<file path="src/rtl/rv32i_pkg.sv">
// Shared types for the rv32i core and its debug run-control logic.
package rv32i_pkg;

  localparam int unsigned XLEN = 32;

  typedef enum logic [3:0] {
    HALT_NONE       = 4'd0,
    HALT_DEBUG_REQ  = 4'd1,
    HALT_BREAKPOINT = 4'd2,
    HALT_STEP       = 4'd3,
    HALT_EBREAK     = 4'd4,
    HALT_RESET      = 4'd5
  } halt_cause_e;

  typedef enum logic [2:0] {
    ST_RUNNING   = 3'd0,
    ST_HALTING   = 3'd1,
    ST_HALTED    = 3'd2,
    ST_STEPPING  = 3'd3,
    ST_RESETTING = 3'd4
  } run_state_e;

endpackage

</file>
<file path="src/rtl/dbg_bp_match.sv">
// Two-comparator hardware breakpoint match on the issue PC; purely combinational.
module dbg_bp_match
  import rv32i_pkg::*;
(
  input  logic            issue_valid,
  input  logic [XLEN-1:0] issue_pc,
  input  logic            skip,
  input  logic [XLEN-1:0] bp0_addr,
  input  logic            bp0_en,
  input  logic [XLEN-1:0] bp1_addr,
  input  logic            bp1_en,
  output logic            hit
);

  logic match0;
  logic match1;

  assign match0 = bp0_en && (issue_pc == bp0_addr);
  assign match1 = bp1_en && (issue_pc == bp1_addr);
  assign hit    = issue_valid && !skip && (match0 || match1);

endmodule

</file>
<file path="src/rtl/dbg_run_ctrl.sv">
// Debug run-control sequencer: halt/resume/step/reset requests to core stall and reset.
module dbg_run_ctrl
  import rv32i_pkg::*;
#(
  parameter int unsigned RESET_CYCLES  = 4,
  parameter bit          HALT_ON_RESET = 1'b0
) (
  input  logic            clk,
  input  logic            rst_n,
  input  logic            dbg_halt_req,
  input  logic            dbg_resume_req,
  input  logic            dbg_step_req,
  input  logic            dbg_reset_req,
  input  logic [XLEN-1:0] bp0_addr,
  input  logic            bp0_en,
  input  logic [XLEN-1:0] bp1_addr,
  input  logic            bp1_en,
  input  logic            dbg_pc_we_in,
  input  logic            dbg_reg_we_in,
  input  logic            core_issue_valid,
  input  logic [XLEN-1:0] core_issue_pc,
  input  logic            core_retire,
  input  logic            core_idle,
  input  logic            core_ebreak,
  output logic            core_stall,
  output logic            core_rst_n,
  output logic            dbg_halted,
  output logic [3:0]      dbg_halt_cause,
  output logic            dbg_pc_we,
  output logic            dbg_reg_we
);

  localparam int unsigned      CNT_W    = $clog2(RESET_CYCLES + 1);
  localparam logic [CNT_W-1:0] CNT_LOAD = CNT_W'(RESET_CYCLES);
  localparam logic [CNT_W-1:0] CNT_LAST = CNT_W'(1);

  run_state_e       state;
  halt_cause_e      cause;
  logic             skip_bp;
  logic             step_issued;
  logic [CNT_W-1:0] rst_cnt;
  logic             bp_hit;
  logic             issue_fire;
  logic             reset_go;

  dbg_bp_match u_bp_match (
    .issue_valid (core_issue_valid),
    .issue_pc    (core_issue_pc),
    .skip        (skip_bp),
    .bp0_addr    (bp0_addr),
    .bp0_en      (bp0_en),
    .bp1_addr    (bp1_addr),
    .bp1_en      (bp1_en),
    .hit         (bp_hit)
  );

  // A hit must block issue in the same cycle, so stall stays combinational.
  always_comb begin
    core_stall = 1'b1;
    case (state)
      ST_RUNNING:  core_stall = bp_hit;
      ST_STEPPING: core_stall = step_issued;
      default:     core_stall = 1'b1;
    endcase
    if (!rst_n) core_stall = 1'b0;
  end

  assign issue_fire     = core_issue_valid && !core_stall;
  assign reset_go       = dbg_reset_req && (state != ST_RESETTING);
  assign dbg_pc_we      = dbg_pc_we_in && (state == ST_HALTED);
  assign dbg_reg_we     = dbg_reg_we_in && (state == ST_HALTED);
  assign dbg_halt_cause = cause;

  always_ff @(posedge clk or negedge rst_n) begin
    if (!rst_n) begin
      state       <= ST_RUNNING;
      cause       <= HALT_NONE;
      skip_bp     <= 1'b0;
      step_issued <= 1'b0;
      rst_cnt     <= '0;
      core_rst_n  <= 1'b0;
      dbg_halted  <= 1'b0;
    end else begin
      if (state != ST_RESETTING) core_rst_n <= 1'b1;

      // Reset outranks every other request from any state but RESETTING.
      if (reset_go) begin
        state      <= ST_RESETTING;
        rst_cnt    <= CNT_LOAD;
        core_rst_n <= 1'b0;
        skip_bp    <= 1'b0;
        dbg_halted <= 1'b0;
      end else begin
        case (state)
          ST_RUNNING: begin
            if (issue_fire) skip_bp <= 1'b0;
            if (dbg_halt_req) begin
              state <= ST_HALTING;
              cause <= HALT_DEBUG_REQ;
            end else if (bp_hit) begin
              state <= ST_HALTING;
              cause <= HALT_BREAKPOINT;
            end else if (core_ebreak) begin
              state <= ST_HALTING;
              cause <= HALT_EBREAK;
            end
          end
          ST_HALTING: begin
            if (core_idle) begin
              state      <= ST_HALTED;
              dbg_halted <= 1'b1;
            end
          end
          ST_HALTED: begin
            // A halt request here is a no-op but still drops step/resume.
            if (!dbg_halt_req) begin
              if (dbg_step_req) begin
                state       <= ST_STEPPING;
                skip_bp     <= 1'b1;
                step_issued <= 1'b0;
                dbg_halted  <= 1'b0;
              end else if (dbg_resume_req) begin
                state      <= ST_RUNNING;
                skip_bp    <= 1'b1;
                cause      <= HALT_NONE;
                dbg_halted <= 1'b0;
              end
            end
          end
          ST_STEPPING: begin
            if (issue_fire) step_issued <= 1'b1;
            if (core_ebreak) begin
              state <= ST_HALTING;
              cause <= HALT_EBREAK;
            end else if (core_retire && step_issued) begin
              state <= ST_HALTING;
              cause <= HALT_STEP;
            end
          end
          ST_RESETTING: begin
            if (rst_cnt == CNT_LAST) begin
              core_rst_n <= 1'b1;
              if (HALT_ON_RESET) begin
                state      <= ST_HALTED;
                cause      <= HALT_RESET;
                dbg_halted <= 1'b1;
              end else begin
                state <= ST_RUNNING;
                cause <= HALT_NONE;
              end
            end else begin
              rst_cnt <= rst_cnt - CNT_LAST;
            end
          end
          default: state <= ST_RUNNING;
        endcase
      end
    end
  end

endmodule

</file>
<file path="config.mk">
export PLATFORM = sky130hd
export DESIGN_NAME = dbg_run_ctrl
export DESIGN_NICKNAME = d
export VERILOG_FILES = /design/src/rtl/rv32i_pkg.sv /design/src/rtl/dbg_bp_match.sv /design/src/rtl/dbg_run_ctrl.sv
export SDC_FILE = /design/constraint.sdc
export NUM_CORES = 1
export LEC_CHECK = 0
export ABC_AREA = 1
export CAP_MARGIN = 0
export CORE_MARGIN = 8
export CORE_UTILIZATION = 33
export CTS_CLUSTER_SIZE = 24
export DETAILED_ROUTE_END_ITERATION = 7
export GPL_ROUTABILITY_DRIVEN = 0
export PLACE_DENSITY = 0.72
export SLEW_MARGIN = 20
export SYNTH_ARGS = -nofsm -noshare
export SYNTH_HDL_FRONTEND = slang
export SYNTH_SLANG_ARGS = --single-unit
</file>
<file path="constraint.sdc">
create_clock -name clk -period 4.36 [get_ports clk]
set_input_delay 1.09 -clock clk [delete_from_list [all_inputs] [get_ports clk]]
set_output_delay 1.09 -clock clk [all_outputs]
set_load 0.005 [all_outputs]
</file>
==> results.sh, run 1 <==
export IMPL_status="finished, final reports clean"
export IMPL_clockBufferDepth=2
export IMPL_grt_pass1_wl_um=11800
export IMPL_yosys_area_share_simple_pct=43.4
export IMPL_critical_path_max_stage_delay_ps=520
export IMPL_vias=2490
export IMPL_drt_first_iter_violations=92
export IMPL_critPathKind="in -> out"
export IMPL_crit_chain="clkdlybuf4s50_1 > inv_1 > nand2_1 > nand2_1 > inv_1 > nand2_1 > nor2_1 > nand2_1 > nor2_1 > nand3_1 > nand2_2 > nand3_1 > nand2_1 > nand2_1 > inv_1 > clkdlybuf4s50_1"
export IMPL_synth_top_flop_cell="dfrtp_1"
export IMPL_gr_total_overflow=0
export IMPL_dp_hpwl_um=6270
export IMPL_critPathTopFamily="buffers and inverters"
export IMPL_p_int_mw=0.527
export IMPL_drv_slew=0
export IMPL_synth_top_family_by_area="simple AND/OR/NAND/NOR gates"
export IMPL_drive_above_1_share_pct=5.76
export IMPL_skew_ps=2.50
export IMPL_area_growth_synth_to_final_pct=66.7
export IMPL_hold_viol_final=0
export IMPL_die_h_um=93.4
export IMPL_synthMuxAreaShare_pct=0
export IMPL_fp_row_count=28
export IMPL_critPathLaunchType="input pin"
export IMPL_synth_edf_count=0
export IMPL_dieArea_mm2=0.00873
export IMPL_diodes=0
export IMPL_max_freq_ghz=0.239
export IMPL_yosysWarnings=0
export IMPL_hp_class="reg -> reg"
export IMPL_cp_arrival_ps=3090
export IMPL_endpoint_kind="output port"
export IMPL_synthesis_area_mm2=0.00198
export IMPL_ant_nets=0
export IMPL_antenna_found_initial=0
export IMPL_fin_crit_sh_pct=96.0
export IMPL_drc_errors=0
export IMPL_synth_seq_area_share_pct=16.4
export IMPL_tritoncts="built"
export IMPL_synth_compound_area_share_pct=12.0
export IMPL_crit_buf_inv=5
export IMPL_synthCells=365
export IMPL_synthXorXnorAreaFrac_pct=9.74
export IMPL_syn_area_per_cell_um2=5.42
export IMPL_postCtsHoldBufs=0
export IMPL_postSynth_asyncResetShare_pct=100
export IMPL_pwr_share_seq_pct=22.7
export IMPL_p_sw_mw=0.395
export IMPL_via_per_inst=4.44
export IMPL_setup_violations=0
export IMPL_cts_sinks=13
export IMPL_nets=599
export IMPL_post_cts_buffers=0
export IMPL_setup_tns_ps=0
export IMPL_post_route_util_pct=56.4
export IMPL_synth_fa_ha_area_share_pct=1.27
export IMPL_critPathRequiredTime_ps=3270
export IMPL_cap_viol_max_count=0
export IMPL_power_density_mw_per_mm2=280
export IMPL_grt_max_degree=14
export IMPL_routed_wl_um=7200
export IMPL_start_util_pct=33.8
export IMPL_crit_slowest_cell="clkdlybuf4s50_1"
export IMPL_critPathMostFrequentCell="nand2_1"
export IMPL_clkLatencyLatePin_ps=250
export IMPL_ys_ff_latch=13
export IMPL_swShare_pct=42.8
export IMPL_wl_per_cell_um=12.8
export IMPL_drt_pass1_iterations=4
export IMPL_core_mm2=0.00585
export IMPL_power_total_mw=0.922
export IMPL_io_buffers=117
export IMPL_fin_crit_ps=4180
export IMPL_gr_usage_all_layers_pct=16.5
export IMPL_cp_max_fo=3
export IMPL_io_pin_count=119
export IMPL_rsz0062_at_grt="no"
export IMPL_leakage_nw=1.67
export IMPL_fp_dieW_um=93.4
export IMPL_synth_cell_types=33
export IMPL_cts_inserted_buffers=3
export IMPL_first_global_vias=2525
export IMPL_synth_fp_nets=477
export IMPL_clk_pin_slew_ps=60
export IMPL_cts_resized=0
export IMPL_clock_root_buffer="clkbuf_8"
export IMPL_htreeDepth=1
export IMPL_irDropWorstVdd_uv=299
export IMPL_p_clk_share_pct=12.3
export IMPL_rrSetupSlack_ps=2570
export IMPL_pwr_share_comb_pct=65.0
-- per-stage QoR --
stage	cell area, um2	hold slack, ps	std cells	worst slack [ps]
after floorplan	1980	442	365	1360
after global placement	3240	462	557	132
after detailed placement	3240	462	557	126
after CTS	3290	477	561	106
after global routing	3300	525	561	16.2
final	3300	473	561	176
-- layer usage --
layer  up-vias  wire (um)  GRT usage [%]
met4         0         82           2.95
met5         -          0              0
met3         7        476           2.72
met1      1078       3030           19.0
li1       1330          -              -
met2        75       3610           31.2
-- power by group through the flow --
stage / clock network, mW / registers (mW) / logic, mW
after CTS: 0.116 / 0.209 / 0.603
final: 0.113 / 0.210 / 0.599
after global placement: 0 / 0.210 / 0.591
after global routing: 0.123 / 0.218 / 0.678
after detailed placement: 0 / 0.211 / 0.599
after floorplan: 0 / 0.206 / 0.373
-- flip-flops by register name, summed over array words and instances (netlist names) --
register        cells
step_issued         1
skip_bp             1
dbg_halted          1
state               3
dbg_halt_cause      3
core_rst_n          1
rst_cnt             3
-- worst register-to-register path: stages, from the launching register on --
cell and delay, ps:
dfrtp_1 470, nor2_2 170, inv_2 60, nor2_4 140, nor2_4 70, clkinv_4 70
nand2_4 70, nor4_4 380, nand2_2 110, nor2_1 110, nor2_1 40
-- synthesized netlist by cell type (2+ instances only) --
master,count,area (um2)
nand2_1,123,462
inv_1,81,304
nor2_1,44,165
o21ai_0,16,80.1
xnor2_1,16,140
nand3_1,15,75.1
dfrtp_1,13,325
a21oi_1,6,30.0
xor2_1,6,52.6
o22ai_1,5,31.3
inv_2,4,15.0
nand2_2,4,25.0
nor3_1,4,20.0
nor2_4,3,33.8
o21ai_1,3,15.0
a21boi_0,2,15.0
a21oi_2,2,17.5
ha_1,2,25.0
nor2_2,2,12.5
-- cell families after synthesis --
family	Yosys count
XOR/XNOR	22
AND/OR/NAND/NOR	201
other	1
buffers and inverters	87
AO/OA/AOI/OAI	39
flip-flops	13
adder cells (fa/ha/maj)	2
-- cell type report --
type	count	area [um2]
fillers	590	2550
multi-input cells	265	1330
clock buffers	4	45.0
well taps	75	93.8
repair buffers	118	1180
inverters	86	328
flip-flops and latches	13	325
-- placed cells by master, fill, tap and decap left out, drive strengths merged, types with 4 or more instances in the layout --
cell type and instances:
nand2 128, clkdlybuf4s50 116, inv 85, nor2 49
o21ai 20, xnor2 16, nand3 15, dfrtp 13
a21oi 9, xor2 6, o22ai 5, nor3 4
clkbuf 4
-- final timing paths --
check	start	cells after the start	to
setup / recovery	core_issue_pc[13]	16	core_stall
hold / removal	dbg_halt_cause[0]	2	dbg_halt_cause[0]
setup reg to reg	state[0]	10	dbg_halt_cause[1]
hold reg to reg	dbg_halt_cause[0]	2	dbg_halt_cause[0]
max in group asynchronous	rst_n	2	dbg_halt_cause[2]
min in group asynchronous	rst_n	2	skip_bp
Note: power is estimated with default switching activity, not from simulation.
==> run 2: changes to the inputs <==
--- a/config.mk
+++ b/config.mk
@@ -7,13 +7,15 @@
 export LEC_CHECK = 0
 export ABC_AREA = 1
 export CAP_MARGIN = 0
+export CELL_PAD_IN_SITES_DETAIL_PLACEMENT = 0
+export CELL_PAD_IN_SITES_GLOBAL_PLACEMENT = 1
 export CORE_MARGIN = 8
-export CORE_UTILIZATION = 33
+export CORE_UTILIZATION = 25
 export CTS_CLUSTER_SIZE = 24
 export DETAILED_ROUTE_END_ITERATION = 7
 export GPL_ROUTABILITY_DRIVEN = 0
-export PLACE_DENSITY = 0.72
-export SLEW_MARGIN = 20
+export PLACE_DENSITY_LB_ADDON = 0.1
+export SLEW_MARGIN = 10
 export SYNTH_ARGS = -nofsm -noshare
 export SYNTH_HDL_FRONTEND = slang
 export SYNTH_SLANG_ARGS = --single-unit
==> results.sh, run 2 (synthesis gave the netlist of run 1 again) <==
export IMPL_status="finished, final reports clean"
export IMPL_drive_above_1_share_pct=6.17
export IMPL_post_route_util_pct=43.6
export IMPL_final_cells=588
export IMPL_routed_wl_um=7080
export IMPL_clk_pin_slew_ps=60
export IMPL_start_util_pct=25.7
export IMPL_skew_ps=1.69
export IMPL_r2r_end="dbg_halt_cause[1]"
export IMPL_design_area_mm2=0.00335
export IMPL_nets=599
export IMPL_dieArea_mm2=0.0110
export IMPL_hp_class="reg -> reg"
export IMPL_fin_crit_ps=3780
export IMPL_setup_ws_ps=579
export IMPL_critPathLaunchType="input pin"
export IMPL_drt_pass1_iterations=4
export IMPL_core_mm2=0.00769
export IMPL_critPathKind="in -> out"
export IMPL_wl_per_cell_um=12.0
export IMPL_seq_area_um2=325
export IMPL_ant_nets=0
export IMPL_postCtsHoldBufs=0
export IMPL_setup_violations=0
export IMPL_antenna_found_initial=0
export IMPL_fin_hold_ws_ps=472
export IMPL_crit_end="core_stall"
export IMPL_drv_slew=0
export IMPL_leakage_nw=1.72
export IMPL_tritoncts="built"
export IMPL_cts_resized=0
export IMPL_setup_tns_ps=0
export IMPL_gr_usage_all_layers_pct=12.7
export IMPL_multi_input_area_mm2=0.00133
export IMPL_post_cts_buffers=0
export IMPL_htreeDepth=1
export IMPL_cts_inserted_buffers=3
export IMPL_critPathRequiredTime_ps=3270
export IMPL_first_global_vias=2492
export IMPL_grt_max_degree=14
export IMPL_layout_commonest_cell="nand2_1"
export IMPL_place_area_mm2=0.00328
export IMPL_pre_cts_ws_ps=118
export IMPL_clockBufferDepth=2
export IMPL_irDropWorstVdd_uv=280
export IMPL_rr_startpoint="rst_cnt[1]"
export IMPL_vias=2422
export IMPL_via_per_inst=4.12
export IMPL_power_total_mw=0.926
export IMPL_fillers=843
export IMPL_fp_row_count=32
export IMPL_endpoint_kind="output port"
export IMPL_drt_first_iter_violations=59
export IMPL_max_freq_ghz=0.264
export IMPL_fin_crit_sh_pct=86.7
export IMPL_final_cell_mix="nand2_1, clkdlybuf4s50_1, inv_1, nor2_1"
export IMPL_fp_dieW_um=105
export IMPL_hold_start="skip_bp"
export IMPL_grt_pass1_wl_um=11800
export IMPL_cp_arrival_ps=2690
export IMPL_cp_max_fo=3
export IMPL_die_h_um=105
export IMPL_reg2regPathDepth=9
export IMPL_area_growth_synth_to_final_pct=69.3
export IMPL_hold_viol_final=0
export IMPL_rsz0062_at_grt="no"
export IMPL_drc_errors=0
export IMPL_io_pin_count=119
export IMPL_cts_sinks=13
export IMPL_place_inst=584
export IMPL_io_buffers=117
export IMPL_rrSetupSlack_ps=2560
export IMPL_power_density_mw_per_mm2=276
export IMPL_gr_total_overflow=0
export IMPL_diodes=0
export IMPL_clkLatencyLatePin_ps=250
export IMPL_startpoint="core_issue_pc[6]"
export IMPL_cap_viol_max_count=0
export IMPL_dp_hpwl_um=6230
export IMPL_clock_root_buffer="clkbuf_8"
run 2: cell type report:
type,instances,share of cell area (%)
flip-flops and latches,13,9.72
clock inverters,1,0.149
clock buffers,3,1.23
multi-input cells,265,39.6
well taps,102,3.81
inverters,86,9.79
repair buffers,118,35.7
run 2: worst min path at each step:
stage	to	depth (start not counted)	slack, ps
after global routing	dbg_halt_cause[0]	2	500
final	skip_bp	2	470
after floorplan	skip_bp	2	440
after global placement	skip_bp	2	460
after CTS	skip_bp	2	480
after detailed placement	skip_bp	2	460
run 2: where the power goes:
part           internal [mW]  switching [mW]  leakage [nW]  total, mW
combinational          0.288           0.315          1.54      0.603
sequential             0.172          0.0364         0.159      0.208
clock                 0.0633          0.0513        0.0255      0.115
run 2: per-layer routing:
layer  up-vias  share of wire (%)  GRT usage [%]
met1      1010                 51           17.1
met4         0               0.35           1.22
met5         -                  0              0
met2        74                 43           20.3
met3         4                5.7           3.32
li1       1334                  -              -
run 2: worst max-delay path: stages:
cell             delay (ps)
clkdlybuf4s50_1         520
nand2_1                  70
nand2_1                  60
nand2_1                  60
nor2_1                   90
nand2_1                  90
nor2_2                  130
nand3_1                 100
nand2_2                  90
nand3_1                  70
nand2_1                  70
nand2_1                  80
inv_1                    60
dlymetal6s2s_1          120
==> run 3: changes to the inputs <==
--- a/config.mk
+++ b/config.mk
@@ -6,6 +6,7 @@
 export NUM_CORES = 1
 export LEC_CHECK = 0
 export ABC_AREA = 1
+export ABC_CLOCK_PERIOD_IN_PS = 4360
 export CAP_MARGIN = 0
 export CELL_PAD_IN_SITES_DETAIL_PLACEMENT = 0
 export CELL_PAD_IN_SITES_GLOBAL_PLACEMENT = 1
==> results of run 3 <==
No change in the layout: final DEF, timing and power equal those of run 2.
